<file path="src/rtl/gate_fetch_pkg.sv">
// Shared types and constants for the instruction-fetch stage.
package gate_fetch_pkg;

   localparam int unsigned ADDR_W = 16;
   localparam int unsigned DATA_W = 16;
   localparam logic [ADDR_W-1:0] RESET_PC_DEF = 16'h0000;

   typedef enum logic [1:0] {
      IDLE,
      FETCH,
      HOLD
   } fetch_state_e;

   typedef struct packed {
      logic [DATA_W-1:0] word;
      logic [ADDR_W-1:0] pc;
   } fetch_entry_t;

endpackage

</file>
<file path="src/rtl/fetch_queue.sv">
// Shift-style instruction FIFO: entry 0 is always the head, and it keeps its
// last value when the queue drains or is flushed.
module fetch_queue
   import gate_fetch_pkg::*;
#(
   parameter  int unsigned QDEPTH = 2,
   localparam int unsigned CNT_W  = $clog2(QDEPTH + 1),
   localparam int unsigned IDX_W  = $clog2(QDEPTH)
) (
   input  logic             clk_i,
   input  logic             reset_i,
   input  logic             flush_i,
   input  logic             push_i,
   input  fetch_entry_t     push_entry_i,
   input  logic             pop_i,
   output logic [CNT_W-1:0] occupancy_o,
   output fetch_entry_t     head_o
);

   fetch_entry_t     entries_q [QDEPTH];
   logic [CNT_W-1:0] count_q;
   logic [IDX_W-1:0] wr_idx_c;

   // A simultaneous pop frees the slot below the current tail.
   always_comb begin
      wr_idx_c = IDX_W'(count_q - CNT_W'(pop_i));
   end

   always_ff @(posedge clk_i) begin
      if (reset_i) begin
         count_q <= '0;
         for (int i = 0; i < int'(QDEPTH); i++) begin
            entries_q[i] <= '0;
         end
      end else if (flush_i) begin
         count_q <= '0;
      end else begin
         count_q <= count_q + CNT_W'(push_i) - CNT_W'(pop_i);
         if (pop_i) begin
            for (int i = 0; i < int'(QDEPTH) - 1; i++) begin
               if (CNT_W'(i + 1) < count_q) begin
                  entries_q[i] <= entries_q[i+1];
               end
            end
         end
         if (push_i) begin
            entries_q[wr_idx_c] <= push_entry_i;
         end
      end
   end

   assign occupancy_o = count_q;
   assign head_o      = entries_q[0];

endmodule

</file>
<file path="src/rtl/fetch_unit.sv">
// Instruction-fetch stage: PC, memory read issue, return capture and decode
// handshake. Optional FETCH_PERF_EN adds fetched/stall counters.
module fetch_unit
   import gate_fetch_pkg::*;
#(
   parameter logic [ADDR_W-1:0] RESET_PC = RESET_PC_DEF,
   parameter int unsigned       QDEPTH   = 2
) (
   input  logic              clk,
   input  logic              reset,
   output logic [ADDR_W-1:0] mem_addr,
   output logic              mem_re,
   input  logic [DATA_W-1:0] mem_q,
   input  logic              redirect_valid,
   input  logic [ADDR_W-1:0] redirect_pc,
   output logic              instr_valid,
   input  logic              instr_ready,
   output logic [DATA_W-1:0] instr,
   output logic [ADDR_W-1:0] instr_pc
`ifdef FETCH_PERF_EN
   ,
   output logic [15:0]       perf_fetched,
   output logic [15:0]       perf_stall
`endif
);

   localparam int unsigned CNT_W = $clog2(QDEPTH + 1);
   localparam int unsigned SUM_W = CNT_W + 1;

   fetch_state_e      state_q, state_d;
   logic [ADDR_W-1:0] fetch_pc_q, fetch_pc_d;
   logic [ADDR_W-1:0] pc_pipe_q, pc_pipe_d;
   logic              inflight_q, inflight_d;
   logic              squash_q, squash_d;

   logic [CNT_W-1:0]  occupancy;
   fetch_entry_t      head;
   fetch_entry_t      ret_entry;
   logic              pop_c, push_c, room_c, issue_c;
   logic [SUM_W-1:0]  demand_c;

   // Slots already claimed after this cycle's pop; a new issue needs one free.
   always_comb begin
      pop_c    = instr_valid & instr_ready & ~redirect_valid;
      push_c   = inflight_q & ~squash_q & ~redirect_valid;
      demand_c = SUM_W'(occupancy) + SUM_W'(inflight_q) - SUM_W'(pop_c);
      room_c   = demand_c < SUM_W'(QDEPTH);
   end

   always_comb begin
      state_d    = state_q;
      fetch_pc_d = fetch_pc_q;
      pc_pipe_d  = pc_pipe_q;
      inflight_d = 1'b0;
      squash_d   = 1'b0;
      issue_c    = 1'b0;
      case (state_q)
         IDLE: state_d = FETCH;
         // HOLD issues again in the very cycle a slot reopens.
         FETCH, HOLD: begin
            issue_c = room_c & ~redirect_valid & ~reset;
            state_d = room_c ? FETCH : HOLD;
         end
         default: state_d = IDLE;
      endcase
      if (redirect_valid) begin
         fetch_pc_d = redirect_pc;
         squash_d   = inflight_q;
         state_d    = FETCH;
      end else if (issue_c) begin
         fetch_pc_d = fetch_pc_q + ADDR_W'(1);
         pc_pipe_d  = fetch_pc_q;
         inflight_d = 1'b1;
      end
   end

   always_ff @(posedge clk) begin
      if (reset) begin
         state_q    <= IDLE;
         fetch_pc_q <= RESET_PC;
         pc_pipe_q  <= '0;
         inflight_q <= 1'b0;
         squash_q   <= 1'b0;
      end else begin
         state_q    <= state_d;
         fetch_pc_q <= fetch_pc_d;
         pc_pipe_q  <= pc_pipe_d;
         inflight_q <= inflight_d;
         squash_q   <= squash_d;
      end
   end

   assign ret_entry = '{word: mem_q, pc: pc_pipe_q};

   fetch_queue #(
      .QDEPTH(QDEPTH)
   ) u_queue (
      .clk_i        (clk),
      .reset_i      (reset),
      .flush_i      (redirect_valid),
      .push_i       (push_c),
      .push_entry_i (ret_entry),
      .pop_i        (pop_c),
      .occupancy_o  (occupancy),
      .head_o       (head)
   );

   assign mem_addr    = fetch_pc_q;
   assign mem_re      = issue_c;
   assign instr_valid = (occupancy != '0);
   assign instr       = head.word;
   assign instr_pc    = head.pc;

`ifdef FETCH_PERF_EN
   logic [15:0] perf_fetched_q, perf_stall_q;
   logic        stall_c;

   always_comb begin
      stall_c = (state_q != IDLE) & ~room_c & ~redirect_valid & ~instr_valid;
   end

   // Saturating event counters.
   always_ff @(posedge clk) begin
      if (reset) begin
         perf_fetched_q <= '0;
         perf_stall_q   <= '0;
      end else begin
         if (push_c && perf_fetched_q != 16'hFFFF) begin
            perf_fetched_q <= perf_fetched_q + 16'd1;
         end
         if (stall_c && perf_stall_q != 16'hFFFF) begin
            perf_stall_q <= perf_stall_q + 16'd1;
         end
      end
   end

   assign perf_fetched = perf_fetched_q;
   assign perf_stall   = perf_stall_q;
`endif

endmodule

</file>
<file path="config.mk">
export PLATFORM = sky130hd
export DESIGN_NAME = fetch_unit
export DESIGN_NICKNAME = d
export VERILOG_FILES = /design/src/rtl/gate_fetch_pkg.sv /design/src/rtl/fetch_queue.sv /design/src/rtl/fetch_unit.sv
export SDC_FILE = /design/constraint.sdc
export NUM_CORES = 1
export LEC_CHECK = 0
export CAP_MARGIN = 20
export CORE_MARGIN = 3
export CORE_UTILIZATION = 52
export CTS_CLUSTER_DIAMETER = 40
export DETAILED_ROUTE_END_ITERATION = 7
export PLACE_DENSITY = 0.76
export SYNTH_ARGS = -nofsm -noshare
export SYNTH_HDL_FRONTEND = slang
export SYNTH_SLANG_ARGS = --single-unit
</file>
<file path="constraint.sdc">
create_clock -name clk -period 4.5 [get_ports clk]
set_clock_uncertainty 0.05 [all_clocks]
set_input_delay 0.9 -clock clk [delete_from_list [all_inputs] [get_ports clk]]
set_output_delay 0.9 -clock clk [all_outputs]
set_load 0.02 [all_outputs]
</file>
==> metrics <==
Synth Register Bits 102; fraction of registers with async set/reset 0%; CTS sink cnt 102; std cell rows 33; most common cell after layout, fill and taps aside nand2_1; Fill cells 669; core area 8260 sq um; TritonCTS clock tree built; num ports 86; Remaining DRCs 0; nets@finish 561; crit share post-route 91.4%; via/cell ratio 5.32; drt pass-1 iters 4; Post-synth EDFFs 64; Pwr Density 308 nW/um^2; Static Leakage 2.24 nW; worst hold-check path type reg2reg; most frequent cells in the layout 112 x nand2_1, 84 x clkdlybuf4s50_1, 64 x edfxtp_1; Post-Syn Nets 477; Worst-Margin Slew 0.778 ns; VDD IR max 0.137 mV; P&R area growth vs syn 26.6%; H-tree levels 3; RSZ-0062 raised after global routing no; Fin Setup TNS 0 ns; required time worst endpoint 3.55 ns; die height 98.4 microns; Crit. End Element primary output; top_reg_cell synth edfxtp_1; setup violators final 0; Max Slew Vio Count 0; grt ovf 0; Critical Path Fanout Max 2; DRT Wirelength 9.54 mm; Post-Syn Instances 434; vias in the first global route 3244; DR WL/cell 15.2 microns; Max transition margin 48.1%; Finished Core Util 68.1%; # diodes 0; layout cell share with drive strength beyond 1 6.88%; startpoint types input port; Post-CTS Hold Fix Bufs 0; post-synth cell types 42; max cap viols 0; Ys Warns 0; drt initial violations 175; Root Driver clkbuf_8; largest net degree at the start of global routing 35; Cell Area, Synth 4440 sq um; initial antenna violation count 0; fin crit period 4.11 ns; die width 98.4 microns; Synth Area per Inst 10.2 sq um; Critical Setup Path Class in2out; Post-DP HPWL 6.29 mm; crit path DAT 3.16 ns; Clock transition at path regs 0.08 ns; Non-Filler Instances 628; starting density of the core 53.8%; full die area 9690 sq um; Peak Freq 243 MHz; outcome finished, final reports clean; via count 3343; GRT Overall Usage 20.3%; first-pass GRT wire length 15.8 mm; Placer Congestion 0.853; deepest clock path buffer count 2; sequential share of the synthesized area 60.4%; Power, Total 1.73 mW; Antenna Violating Nets Remaining 0; Fin. Hold Viols 0; clk_lat worst skew 0.36 ns; # placed instances 612; CTS buffer count 9; PortBufs 85; Post-CTS Setup Inserts 0
## worst max-delay path, stage by stage
cell	delay [ns]
clkdlybuf4s50_1	0.48
inv_1	0.08
and3_1	0.17
ha_1	0.29
inv_1	0.08
nand2_1	0.07
fa_1	0.41
xnor2_2	0.22
nand4_4	0.15
inv_6	0.08
dlymetal6s2s_1	0.22
## Yosys cell counts, drive strengths merged, types with 2 or more instances
library cell    n  area [sq um]
clkbuf         19          71.3
nand4           5          46.3
nand3b         13          97.6
o21ai           9          45.0
a21oi          19          95.1
a32oi           2          17.5
inv            13          53.8
nor3            3          15.0
a31oi           5          31.3
dfxtp          38           761
nor2           13          65.1
edfxtp         64          1920
buf             6          32.5
mux2            4          45.0
nand3          44           225
ha              6          75.1
and3            6          42.5
xnor2           3          33.8
and2           36           225
nand2         112           420
## path summary, 6_finish.rpt
kind	start	endpoint	slack, ns	cells after the start
min reg2reg	pc_pipe_q[11]	pc_pipe_q[11]	0.42	2
max reg2reg	u_queue.occupancy_o[1]	mem_addr[14]	1.31	13
min	pc_pipe_q[11]	pc_pipe_q[11]	0.42	2
max	redirect_valid	mem_re	0.39	11
## repair_timing
action	CTS	global route
gates resized for setup	0	1
hold endpoints to repair	0	0
setup endpoints to repair	0	1
## layout make-up
type	count	area (sq um)	share of cell area [%]
flip-flops and latches	102	2680	47.7
multi-input cells	294	1600	28.5
repair buffers	98	991	17.6
clock buffers	12	136	2.43
well taps	105	131	2.34
inverters	13	53.8	0.957
clock inverters	4	25.0	0.445
## through the flow
step | area [sq um] | setup slack [ns] | hold slack [ns]
after floorplan | 4440 | 0.489 | 0.394
after global placement | 5400 | 0.0734 | 0.407
after detailed placement | 5460 | 0.0111 | 0.411
after CTS | 5620 | 0.00605 | 0.424
after global routing | 5620 | 0.296 | 0.445
final | 5620 | 0.385 | 0.421
## power breakdown
part           internal [mW]  switching [mW]  leakage (nW)
Combinational         0.0866          0.0928          1.18
Clock                  0.202           0.300        0.0793
Sequential              1.03          0.0245         0.972
Total                   1.32           0.417          2.24
## routing by layer
layer / vias to the layer above / part of all wire (%) / GRT usage [%]
li1: 1652 / - / -
met5: - / 0 / 0
met2: 115 / 47 / 31.8
met1: 1566 / 45 / 28.5
met3: 10 / 6.4 / 3.75
met4: 0 / 1.3 / 7.35
## state kept, by name (all words and copies together) (netlist names)
| name | count |
|---|---|
| u_queue.occupancy_o | 2 |
| squash_q | 1 |
| u_queue.entries_q | 64 |
| mem_addr | 16 |
| pc_pipe_q | 16 |
| state_q | 2 |
| inflight_q | 1 |
## cell families (layout without fill, tap and decap cells)
| group | count (synthesis) | after routing | synth area share, % |
|---|---|---|---|
| compound gates | 42 | 42 | 5.49 |
| xor+xnor | 4 | 4 | 0.958 |
| fa+ha+maj | 7 | 7 | 2.14 |
| buf+inv | 38 | 127 | 3.55 |
| flops | 102 | 102 | 60.4 |
| mux | 4 | 4 | 1.01 |
| simple gates | 237 | 237 | 26.5 |
No activity file was read; power rests on OpenSTA's default activity.
